--- src/rtl/band_demux_if.sv ---
// Band demux bus: time-multiplexed sample input and frame output.
// master drives din/din_valid/din_sync/frame_ready; slave drives the rest.
interface band_demux_if #(
  parameter int N = 25
);
  logic signed [N-1:0] din;
  logic                din_valid;
  logic                din_sync;
  logic                din_ready;
  logic [1:0]          sel;
  logic signed [N-1:0] hf_o;
  logic signed [N-1:0] mf_o;
  logic signed [N-1:0] lf_o;
  logic                frame_valid;
  logic                frame_ready;
  logic                sync_err;

  modport master (
    output din,
    output din_valid,
    output din_sync,
    output frame_ready,
    input  din_ready,
    input  sel,
    input  hf_o,
    input  mf_o,
    input  lf_o,
    input  frame_valid,
    input  sync_err
  );

  modport slave (
    input  din,
    input  din_valid,
    input  din_sync,
    input  frame_ready,
    output din_ready,
    output sel,
    output hf_o,
    output mf_o,
    output lf_o,
    output frame_valid,
    output sync_err
  );
endinterface

--- src/rtl/band_demux.sv ---
// Splits hf/mf/lf sample stream into a held frame with handshake.
// Ports: clk, reset (async high), bus (band_demux_if.slave).
module band_demux #(
  parameter int N = 25
) (
  input  logic         clk,
  input  logic         reset,
  band_demux_if.slave  bus
);

  typedef enum logic [1:0] {
    S_HF   = 2'b00,
    S_MF   = 2'b01,
    S_LF   = 2'b10,
    S_HOLD = 2'b11
  } state_t;

  state_t              state_q, state_d;
  logic signed [N-1:0] hf_stg_q, hf_stg_d;
  logic signed [N-1:0] mf_stg_q, mf_stg_d;
  logic signed [N-1:0] hf_q, hf_d;
  logic signed [N-1:0] mf_q, mf_d;
  logic signed [N-1:0] lf_q, lf_d;
  logic                fv_q, fv_d;
  logic                err_q, err_d;

  logic rdy;
  logic acc;

  // Only S_HOLD can stall input; it frees the slot
  // exactly when the held frame is consumed.
  assign rdy = (state_q == S_HOLD) ? bus.frame_ready : 1'b1;
  assign acc = bus.din_valid & rdy;

  always_comb begin
    state_d  = state_q;
    hf_stg_d = hf_stg_q;
    mf_stg_d = mf_stg_q;
    hf_d     = hf_q;
    mf_d     = mf_q;
    lf_d     = lf_q;
    fv_d     = fv_q;
    err_d    = 1'b0;
    unique case (state_q)
      S_HF: begin
        if (acc) begin
          if (bus.din_sync) begin
            hf_stg_d = bus.din;
            state_d  = S_MF;
          end else begin
            err_d = 1'b1;
          end
        end
      end
      S_MF: begin
        if (acc) begin
          if (bus.din_sync) begin
            err_d    = 1'b1;
            hf_stg_d = bus.din;
          end else begin
            mf_stg_d = bus.din;
            state_d  = S_LF;
          end
        end
      end
      S_LF: begin
        if (acc) begin
          if (bus.din_sync) begin
            err_d    = 1'b1;
            hf_stg_d = bus.din;
            state_d  = S_MF;
          end else begin
            hf_d    = hf_stg_q;
            mf_d    = mf_stg_q;
            lf_d    = bus.din;
            fv_d    = 1'b1;
            state_d = S_HOLD;
          end
        end
      end
      S_HOLD: begin
        // A beat accepted here is handled as if already in S_HF,
        // so back-to-back frames run without a bubble.
        if (bus.frame_ready) begin
          fv_d    = 1'b0;
          state_d = S_HF;
          if (acc) begin
            if (bus.din_sync) begin
              hf_stg_d = bus.din;
              state_d  = S_MF;
            end else begin
              err_d = 1'b1;
            end
          end
        end
      end
      default: state_d = S_HF;
    endcase
  end

  always_ff @(posedge clk or posedge reset) begin
    if (reset) begin
      state_q  <= S_HF;
      hf_stg_q <= '0;
      mf_stg_q <= '0;
      hf_q     <= '0;
      mf_q     <= '0;
      lf_q     <= '0;
      fv_q     <= 1'b0;
      err_q    <= 1'b0;
    end else begin
      state_q  <= state_d;
      hf_stg_q <= hf_stg_d;
      mf_stg_q <= mf_stg_d;
      hf_q     <= hf_d;
      mf_q     <= mf_d;
      lf_q     <= lf_d;
      fv_q     <= fv_d;
      err_q    <= err_d;
    end
  end

  assign bus.din_ready   = rdy;
  assign bus.sel         = state_q;
  assign bus.hf_o        = hf_q;
  assign bus.mf_o        = mf_q;
  assign bus.lf_o        = lf_q;
  assign bus.frame_valid = fv_q;
  assign bus.sync_err    = err_q;

endmodule

--- src/flat_wrapper.sv ---
// flat-port wrapper written by rule: the top's interface ports become plain ports
module band_demux_flat 
#(
  parameter int N = 25
)
  (clk, reset, bus_din, bus_din_valid, bus_din_sync, bus_frame_ready, bus_din_ready, bus_sel, bus_hf_o, bus_mf_o, bus_lf_o, bus_frame_valid, bus_sync_err);
  band_demux_if #(.N(N)) bus_i ();
  input  logic clk;
  input  logic reset;
  input wire logic [$bits(bus_i.din)-1:0] bus_din;
  input wire logic [$bits(bus_i.din_valid)-1:0] bus_din_valid;
  input wire logic [$bits(bus_i.din_sync)-1:0] bus_din_sync;
  input wire logic [$bits(bus_i.frame_ready)-1:0] bus_frame_ready;
  output wire logic [$bits(bus_i.din_ready)-1:0] bus_din_ready;
  output wire logic [$bits(bus_i.sel)-1:0] bus_sel;
  output wire logic [$bits(bus_i.hf_o)-1:0] bus_hf_o;
  output wire logic [$bits(bus_i.mf_o)-1:0] bus_mf_o;
  output wire logic [$bits(bus_i.lf_o)-1:0] bus_lf_o;
  output wire logic [$bits(bus_i.frame_valid)-1:0] bus_frame_valid;
  output wire logic [$bits(bus_i.sync_err)-1:0] bus_sync_err;
  assign bus_i.din = bus_din;
  assign bus_i.din_valid = bus_din_valid;
  assign bus_i.din_sync = bus_din_sync;
  assign bus_i.frame_ready = bus_frame_ready;
  assign bus_din_ready = bus_i.din_ready;
  assign bus_sel = bus_i.sel;
  assign bus_hf_o = bus_i.hf_o;
  assign bus_mf_o = bus_i.mf_o;
  assign bus_lf_o = bus_i.lf_o;
  assign bus_frame_valid = bus_i.frame_valid;
  assign bus_sync_err = bus_i.sync_err;
  band_demux #(.N(N)) u_core (.clk(clk), .reset(reset), .bus(bus_i));
endmodule
--- config.mk ---
export PLATFORM = sky130hd
export DESIGN_NAME = band_demux_flat
export DESIGN_NICKNAME = d
export VERILOG_FILES = /design/src/rtl/band_demux_if.sv /design/src/rtl/band_demux.sv /design/src/flat_wrapper.sv
export SDC_FILE = /design/constraint.sdc
export NUM_CORES = 1
export LEC_CHECK = 0
export ABC_AREA = 1
export BUFFER_PORTS_ARGS = -buffer_cell sky130_fd_sc_hd__buf_2
export CAP_MARGIN = 20
export CORE_ASPECT_RATIO = 0.8
export CORE_MARGIN = 2
export CORE_UTILIZATION = 56
export CTS_BUF_LIST = sky130_fd_sc_hd__clkbuf_8
export DETAILED_ROUTE_END_ITERATION = 16
export PLACE_DENSITY = 0.9
export SETUP_SLACK_MARGIN = 0.1
export SKIP_LAST_GASP = 1
export SLEW_MARGIN = 40
export SYNTH_ARGS = -nofsm -noshare
export SYNTH_HDL_FRONTEND = slang
export SYNTH_SLANG_ARGS = --single-unit
export TNS_END_PERCENT = 100
--- constraint.sdc ---
create_clock -name clk -period 4.3 [get_ports clk]
set_input_delay 0.43 -clock clk [delete_from_list [all_inputs] [get_ports clk]]
set_output_delay 0.43 -clock clk [all_outputs]
set_load 0.005 [all_outputs]
==> impl_summary.txt, run 1 <==
----------------------------------------------------
[Run status]
  Status ... complete, no violations

[Final layout]
  Number of nets in the layout ... 660
  Number of standard cells in the final layout excluding fillers ... 753
  Layout cell share with drive strength beyond 1 ... 0.263
  Leading cell types in the layout, fill and taps excluded ... sky130_fd_sc_hd__nand2_1, sky130_fd_sc_hd__dfrtp_1, sky130_fd_sc_hd__buf_2
  Most common library cell in the layout ignoring fill and taps ... sky130_fd_sc_hd__nand2_1
  Fillers ... 700
  Finished Cell Area ... 6050 sq um
  Layout area overhead ... 19.0%
  Number of antenna cells inserted ... 0

[Yosys]
  Number of synthesis warnings ... 0
  Number of synthesized register bits ... 129
  Net count of the mapped netlist ... 560
  Mapped Avg Cell Area ... 9.67 sq um
  Yosys cell types ... 21
  Synth Instances ... 526
  Synthesized cell area ... 5090 sq um
  Part of the Yosys area used for sequential elements ... 0.635

[Floorplan]
  Area enclosed by the die boundary ... 9870 sq um
  Die height ... a little under 90 microns
  Standard-cell row count ... 31
  Area of the core region ... 8960 sq um
  Starting utilization of the core area ... 0.568
  # IOs ... 110
  Die width ... approximately 110 microns

[CTS]
  Number of gates given a new drive strength after cts ... 0
  H-tree level count ... 4
  Max Root-Sink Buffers ... 2
  Post-CTS Setup Bufs ... 0
  Insertion delay to the later sink of the worst-skew pair ... 0.44 ns
  Count of clock tree sinks ... 129
  TritonCTS clock tree ... yes
  Clock-pin slew reported for the worst setup and hold paths after clock tree synthesis ... 0.08 ns
  Number of buffers created by CTS ... 17
  Number of buffers inserted for hold repair after clock tree synthesis ... 0
  Buffer type at the clock tree root ... sky130_fd_sc_hd__clkbuf_8

[Power and ir drop]
  Total power ... 4.26 mW
  Maximum ir drop on the vdd rail ... 458 uV
  Pwr Density ... 703 nW/um^2
  Total leakage power ... approximately 3.4 nW

[STA]
  Setup clock skew after layout ... 0.0108 ns
  Achievable clock frequency ... 399 MHz
  Final number of setup-violating endpoints ... 0
  Final period utilization ... 0.583
  Setup repair after global routing missed its margin ... no
  Setup TNS after final layout ... 0 ns
  Worst-margin pin slew ... 0.661 ns
  Final Hold Viols ... 0
  Time the worst path needs with I/O delays and setup ... ~2.5 ns
  Max Slew Vio Count ... 0
  Normalized max-slew margin ... 0.560

[Worst setup path]
  Worst path bufs/invs ... 2
  R2R depth ... 7
  Series of cell instances along the critical path ... ha_1, nand2_4, nand3_2, inv_2, buf_4, nand2_4, o21ai_0
  Maximum fanout encountered on the critical timing path ... 50
  Setup crit start kind ... flip-flop
  Critical Path Sink Type ... flip-flop
  Data required time of the critical path ... about 4.6 ns
  Critical path's most frequent cell ... sky130_fd_sc_hd__nand2_4
  Crit path depth ... 7
  Delay contributed by the slowest stage of the critical path ... 0.46 ns
  Critical-path top delay cell ... sky130_fd_sc_hd__dfrtp_1
  Kind of cell adding the most delay to the critical path ... buffers and inverters
  Worst Setup Path Type ... reg2reg
  Arrival @ worst endpoint ... 2.84 ns

[Global routing]
  Pin count of the biggest net entering global routing ... slightly above 100
  Total track usage ... 0.236
  Number of global-route vias before repair ... 3861
  Wire length of the first global-routing pass ... 18100 microns
  Initial antenna violation count ... 0
  Global route total overflow ... 0

[Detailed routing]
  Number of vias per cell ... 5.32
  Final WL ... 10900 microns
  Antenna violation net count after detailed routing ... 0
  Via count of the routed design ... 4007
  Initial DRT Pass Iterations ... 5
  Violation count after the first detailed-route iteration ... 251
  Post-route DRC ... 0
  Routed wire per std cell ... 14.4 microns

[Job]
  Max Cap Violations ... 0

[Hold path]
  Tightest Hold Check Type ... in2async

[Placed design]
  Instance area at placement ... 5640 sq um
  Post-detailed-placement half-perimeter wirelength ... 7030 microns
  # port buffers ... 109
  Inst Count DP ... between 700 and 800
  Gpl congestion ... approximately 0.82

----------------------------------------------------
-- where the power goes --
group / internal, mW / total, mW / switching (mW)
logic: 0.517 / 1.19 / 0.671
registers: 1.72 / 2.02 / 0.299
clock network: 0.593 / 1.05 / 0.454
total: 2.83 / 4.26 / 1.43
-- logic make-up (layout without fill, tap and decap cells) --
group	after synthesis	in the layout	share of synthesized area
simple gates	246	246	0.200
flops	129	129	0.635
fa+ha+maj	4	4	0.00984
buf+inv	66	178	0.0635
compound gates	81	81	0.0925
-- worst reg2reg max path: stages (launching register included) --
cell and delay (ns):
sky130_fd_sc_hd__dfrtp_1 0.46, sky130_fd_sc_hd__ha_1 0.30, sky130_fd_sc_hd__nand2_4 0.13, sky130_fd_sc_hd__nand3_2 0.10, sky130_fd_sc_hd__inv_2 0.32, sky130_fd_sc_hd__buf_4 0.41
sky130_fd_sc_hd__nand2_4 0.36, sky130_fd_sc_hd__o21ai_0 0.34
-- synthesized netlist by cell type, drive strengths merged --
cell,count,area share
clkbuf,11,0.0084
o22ai,1,0.0012
dfrtp,129,0.63
inv,34,0.025
ha,4,0.0098
nand4,1,0.0012
a21oi,3,0.0037
buf,21,0.030
o21ai,77,0.088
nand3,58,0.058
nand2,187,0.14
-- stage by stage --
step / hold slack, ns / setup WS [ns] / util
after floorplan: 0.454 / 0.429 / -
after global placement: 0.453 / 1.86 / 0.628
after detailed placement: 0.454 / 1.58 / 0.629
after CTS: 0.103 / 1.53 / 0.674
after global routing: 0.147 / 1.63 / 0.675
final: 0.0996 / 1.79 / 0.675
-- layout make-up --
class,count,area [sq um],area share
clock buffers,19,262,0.0432
clock inverters,12,143,0.0236
inverters,34,130,0.0215
multi-input cells,331,1570,0.259
flip-flops and latches,129,3230,0.533
well taps,115,144,0.0238
repair buffers,113,576,0.0951
-- layer usage --
metal	routed length (microns)	up-vias	track usage
li1	-	1889	-
met1	4830	1931	0.311
met2	5070	158	0.368
met3	725	29	0.0719
met4	238	0	0.114
met5	0	-	0
-- path summary, 6_finish.rpt --
path | startpoint | endpoint | slack (ns)
max in group asynchronous | reset | u_core.mf_stg_q[6]$_DFFE_PP0P_ | 3.22
worst min register to register | u_core.bus.hf_o[9]$_DFFE_PP0P_ | u_core.bus.hf_o[9]$_DFFE_PP0P_ | 0.47
worst max-delay path | u_core.bus.sel[1]$_DFFE_PP0P_ | u_core.mf_stg_q[11]$_DFFE_PP0P_ | 1.79
worst max register to register | u_core.bus.sel[1]$_DFFE_PP0P_ | u_core.mf_stg_q[11]$_DFFE_PP0P_ | 1.79
worst min-delay path | reset | u_core.bus.hf_o[16]$_DFFE_PP0P_ | 0.1
min in group clk | bus_din[18] | u_core.bus.lf_o[18]$_DFFE_PP0P_ | 0.27
-- sequential cells by signal, indices dropped and copies added, names as in the netlist --
signal and count:
u_core.bus.sel 2, u_core.hf_stg_q 25, u_core.bus.frame_valid 1, u_core.mf_stg_q 25
u_core.bus.mf_o 25, u_core.bus.lf_o 25, u_core.bus.hf_o 25, u_core.bus.sync_err 1
No activity file was read; power rests on OpenSTA's default activity.
==> inputs of run 2 (changes only) <==
--- a/config.mk
+++ b/config.mk
@@ -5,15 +5,15 @@
 export SDC_FILE = /design/constraint.sdc
 export NUM_CORES = 1
 export LEC_CHECK = 0
-export ABC_AREA = 1
+export ABC_AREA = 0
 export BUFFER_PORTS_ARGS = -buffer_cell sky130_fd_sc_hd__buf_2
 export CAP_MARGIN = 20
 export CORE_ASPECT_RATIO = 0.8
 export CORE_MARGIN = 2
-export CORE_UTILIZATION = 56
+export CORE_UTILIZATION = 51
 export CTS_BUF_LIST = sky130_fd_sc_hd__clkbuf_8
 export DETAILED_ROUTE_END_ITERATION = 16
-export PLACE_DENSITY = 0.9
+export PLACE_DENSITY = 0.86
 export SETUP_SLACK_MARGIN = 0.1
 export SKIP_LAST_GASP = 1
 export SLEW_MARGIN = 40
==> constraint.sdc (replaced) <==
create_clock -name clk -period 2.2 [get_ports clk]
set_input_delay 0.22 -clock clk [delete_from_list [all_inputs] [get_ports clk]]
set_output_delay 0.22 -clock clk [all_outputs]
set_load 0.005 [all_outputs]
==> run 2 against run 1 <==
  * Synthesized area up 1.1%
  * Sequential share of layout area down 1.6 points
  * Sequential cell count unchanged
  * Highest routed layer unchanged
==> impl_summary.txt, run 2 <==
----------------------------------------------------
[Run status]
  Status ... complete, no violations (unchanged)

[Worst setup path]
  Arrival @ worst endpoint ... 2.31 ns (was 2.84 ns)
  Data required time of the critical path ... 2.51 ns (was 4.64 ns)
  Critical Path Sink Type ... flip-flop (unchanged)
  Worst Setup Path Type ... reg2reg (unchanged)
  Startpoint of the worst register-to-register path ... u_core.bus.sel[0]$_DFFE_PP0P_ (was u_core.bus.sel[1]$_DFFE_PP0P_)
  Maximum fanout encountered on the critical timing path ... 52 (was 50)
  Series of cell instances along the critical path ... ha_1, nand2b_2, nor2b_2, nand2_4, buf_12, mux2_2 (was ha_1, nand2_4, nand3_2, inv_2, buf_4, nand2_4, o21ai_0)
  Setup crit start kind ... flip-flop (unchanged)
  CP Launch Point ... u_core.bus.sel[0]$_DFFE_PP0P_ (was u_core.bus.sel[1]$_DFFE_PP0P_)
  Critical-path top delay cell ... sky130_fd_sc_hd__dfrtp_1 (unchanged)
  Delay contributed by the slowest stage of the critical path ... 0.46 ns (about the same)

[Floorplan]
  Die width ... 116 microns (was 111 microns)
  Die height ... 93.8 microns (was 89.3 microns)
  Standard-cell row count ... 32 (was 31)
  Starting utilization of the core area ... 0.529 (was 0.568)
  # IOs ... 110 (unchanged)
  Area of the core region ... 9730 sq um (was 8960 sq um)
  Area enclosed by the die boundary ... 10900 sq um (was 9870 sq um)

[Global routing]
  Wire length of the first global-routing pass ... 15300 microns (was 18100 microns)
  Total track usage ... 0.189 (was 0.236)
  Global route total overflow ... 0 (unchanged)
  Pin count of the biggest net entering global routing ... 130 (was 102)
  Initial antenna violation count ... 0 (unchanged)
  Number of global-route vias before repair ... 2989 (was 3861)

[Yosys]
  Async set or reset register ratio after synthesis ... 1.00 (unchanged)
  Net count of the mapped netlist ... 333 (was 560)
  Number of synthesized register bits ... 129 (unchanged)
  Main area contributors after synthesis ... sky130_fd_sc_hd__dfrtp_1, sky130_fd_sc_hd__mux2_2, sky130_fd_sc_hd__mux2_4 (was sky130_fd_sc_hd__dfrtp_1, sky130_fd_sc_hd__nand2_1, sky130_fd_sc_hd__nand3_1)
  Part of the Yosys area used for sequential elements ... 0.628 (was 0.635)
  Top cells by count, synth ... sky130_fd_sc_hd__dfrtp_1, sky130_fd_sc_hd__mux2_2, sky130_fd_sc_hd__mux2_4 (was sky130_fd_sc_hd__nand2_1, sky130_fd_sc_hd__dfrtp_1, sky130_fd_sc_hd__nand3_1)
  Mapped Avg Cell Area ... 17.2 sq um (was 9.67 sq um)
  Cell type with the highest aggregate area in the netlist ... sky130_fd_sc_hd__dfrtp_1 (unchanged)
  Synthesized cell area ... 5140 sq um (was 5090 sq um)
  Number of synthesis warnings ... 0 (unchanged)
  Number of enable flip-flop cells after synthesis ... 0 (unchanged)
  Yosys cell types ... 21 (unchanged)
  Portion of synthesized cell area occupied by the leading cell type ... 0.628 (was 0.635)
  Primary FF master, synth ... sky130_fd_sc_hd__dfrtp_1 (unchanged)
  Cell with the most instances after synthesis ... sky130_fd_sc_hd__dfrtp_1 (was sky130_fd_sc_hd__nand2_1)
  Synth Instances ... 299 (was 526)

[STA]
  Setup repair after global routing missed its margin ... no (unchanged)
  Final period utilization ... 0.910 (was 0.583)
  Final number of setup-violating endpoints ... 0 (unchanged)
  Final Hold Viols ... 0 (unchanged)
  Max Slew Vio Count ... 0 (unchanged)
  Achievable clock frequency ... 499 MHz (was 399 MHz)
  Setup clock skew after layout ... 0.00898 ns (was 0.0108 ns)
  Normalized max-slew margin ... 0.555 (was 0.560)
  Setup TNS after final layout ... 0 ns (unchanged)
  Time the worst path needs with I/O delays and setup ... 2.00 ns (was 2.51 ns)
  Worst-margin pin slew ... 0.667 ns (was 0.661 ns)

[Detailed routing]
  Antenna violation net count after detailed routing ... 0 (unchanged)
  Initial DRT Pass Iterations ... 4 (was 5)
  Violation count after the first detailed-route iteration ... 159 (was 251)
  Via count of the routed design ... 2906 (was 4007)
  Final WL ... 9630 microns (was 10900 microns)
  Post-route DRC ... 0 (unchanged)
  Routed wire per std cell ... 16.9 microns (was 14.4 microns)
  Number of vias per cell ... 5.10 (was 5.32)

[Final layout]
  Number of nets in the layout ... 457 (was 660)
  Number of antenna cells inserted ... 0 (unchanged)
  Fillers ... 744 (was 700)
  Layout area overhead ... 21.2% (was 19.0%)
  Layout cell share with drive strength beyond 1 ... 0.629 (was 0.263)
  Leading cell types in the layout, fill and taps excluded ... sky130_fd_sc_hd__dfrtp_1, sky130_fd_sc_hd__buf_2, sky130_fd_sc_hd__mux2_2 (was sky130_fd_sc_hd__nand2_1, sky130_fd_sc_hd__dfrtp_1, sky130_fd_sc_hd__buf_2)
  Most common library cell in the layout ignoring fill and taps ... sky130_fd_sc_hd__dfrtp_1 (was sky130_fd_sc_hd__nand2_1)
  Core utilization of the finished layout ... 0.641 (was 0.675)

[Job]
  Max Cap Violations ... 0 (unchanged)

[CTS]
  Number of buffers created by CTS ... 17 (unchanged)
  Clock-pin slew reported for the worst setup and hold paths after clock tree synthesis ... 0.07 ns (was 0.08 ns)
  Number of gates given a new drive strength after cts ... 0 (unchanged)
  H-tree level count ... 4 (unchanged)
  Number of buffers inserted for hold repair after clock tree synthesis ... 0 (unchanged)
  Count of clock tree sinks ... 129 (unchanged)
  Max Root-Sink Buffers ... 2 (unchanged)
  Insertion delay to the later sink of the worst-skew pair ... 0.43 ns (was 0.44 ns)
  Post-CTS Setup Bufs ... 0 (unchanged)
  Buffer type at the clock tree root ... sky130_fd_sc_hd__clkbuf_8 (unchanged)
  TritonCTS clock tree ... yes (unchanged)

[Placed design]
  Post-detailed-placement half-perimeter wirelength ... 6380 microns (was 7030 microns)
  Gpl congestion ... 0.714 (was 0.819)
  # port buffers ... 109 (unchanged)

[Power and ir drop]
  Maximum ir drop on the vdd rail ... 688 uV (was 458 uV)
  Pwr Density ... 1400 nW/um^2 (was 703 nW/um^2)
  Total leakage power ... 3.18 nW (was 3.36 nW)

[Hold path]
  Tightest Hold Check Type ... in2reg (was in2async)
  HP Start ... bus_din[7]

----------------------------------------------------
run 2: cell types whose count changed in the layout (fill, tap and decap cells not counted), sizes merged, moves of 2 or more:
cell,before,now
a21oi,3,1
a31oi,0,5
buf,113,116
clkinvlp,4,2
inv,36,9
mux2,0,125
nand2,187,8
nand2b,0,2
nand3,58,1
o21ai,77,0
run 2: critical path: cells and delay by family (launching register included):
family	cells	cell delay, ns
DFF	1	0.46
and+or+nand+nor	3	0.40
muxes	1	0.38
buffers and inverters	1	0.31
adders and majority gates	1	0.27
run 2: logic make-up (layout without fill, tap and decap cells):
family | after synthesis | count (layout) | share of synthesized area
AOI/OAI and AO/OA | 10 | 10 | 0.0144
adders and majority gates | 4 | 4 | 0.00973
buffers and inverters | 17 | 152 | 0.0226
DFF | 129 | 129 | 0.628
muxes | 125 | 125 | 0.310
and+or+nand+nor | 14 | 14 | 0.0153
run 2: per-stage QoR:
step           instances  power [mW]  setup slack, ns  hold WS (ns)  instance area [sq um]
2_1_floorplan        299        5.77            0.385         0.305                   5150
6_report             570        8.74            0.198        0.0505                   6230
3_3_place_gp         539        6.74            0.337         0.469                   5860
3_5_place_dp         539        6.96            0.227         0.481                   5860
5_1_grt              570        9.34            0.122        0.0189                   6230
4_1_cts              569        8.86            0.228       0.00634                   6220
run 2: cell type report:
class | count | area, sq um | share of cell area
flip-flops and latches | 129 | 3230 | 0.518
multi-input cells | 153 | 1810 | 0.290
repair buffers | 117 | 646 | 0.104
clock buffers | 19 | 262 | 0.0419
well taps | 136 | 170 | 0.0273
clock inverters | 11 | 101 | 0.0163
inverters | 5 | 22.5 | 0.00361
run 2: layer usage:
layer | part of all wire | GRT usage
met5 | 0 | 0
met4 | 0.011 | 0.0744
met3 | 0.062 | 0.0723
met2 | 0.48 | 0.289
met1 | 0.45 | 0.243
run 2: report_power, final:
group	internal (mW)	switching, mW
sequential	3.46	0.599
clock	1.03	0.835
combinational	1.80	1.03
run 2: path summary, 6_finish.rpt:
check                           slack [ns]  depth (start not counted)                              end
max in group asynchronous             1.17                          4  u_core.mf_stg_q[10]$_DFFE_PP0P_
worst min register to register        0.50                          1   u_core.bus.hf_o[1]$_DFFE_PP0P_
worst min-delay path                  0.05                          2   u_core.bus.lf_o[7]$_DFFE_PP0P_
worst max-delay path                  0.20                          6  u_core.bus.mf_o[13]$_DFFE_PP0P_
worst max register to register        0.20                          6  u_core.bus.mf_o[13]$_DFFE_PP0P_
min in group asynchronous             0.55                          4    u_core.bus.sel[1]$_DFFE_PP0P_
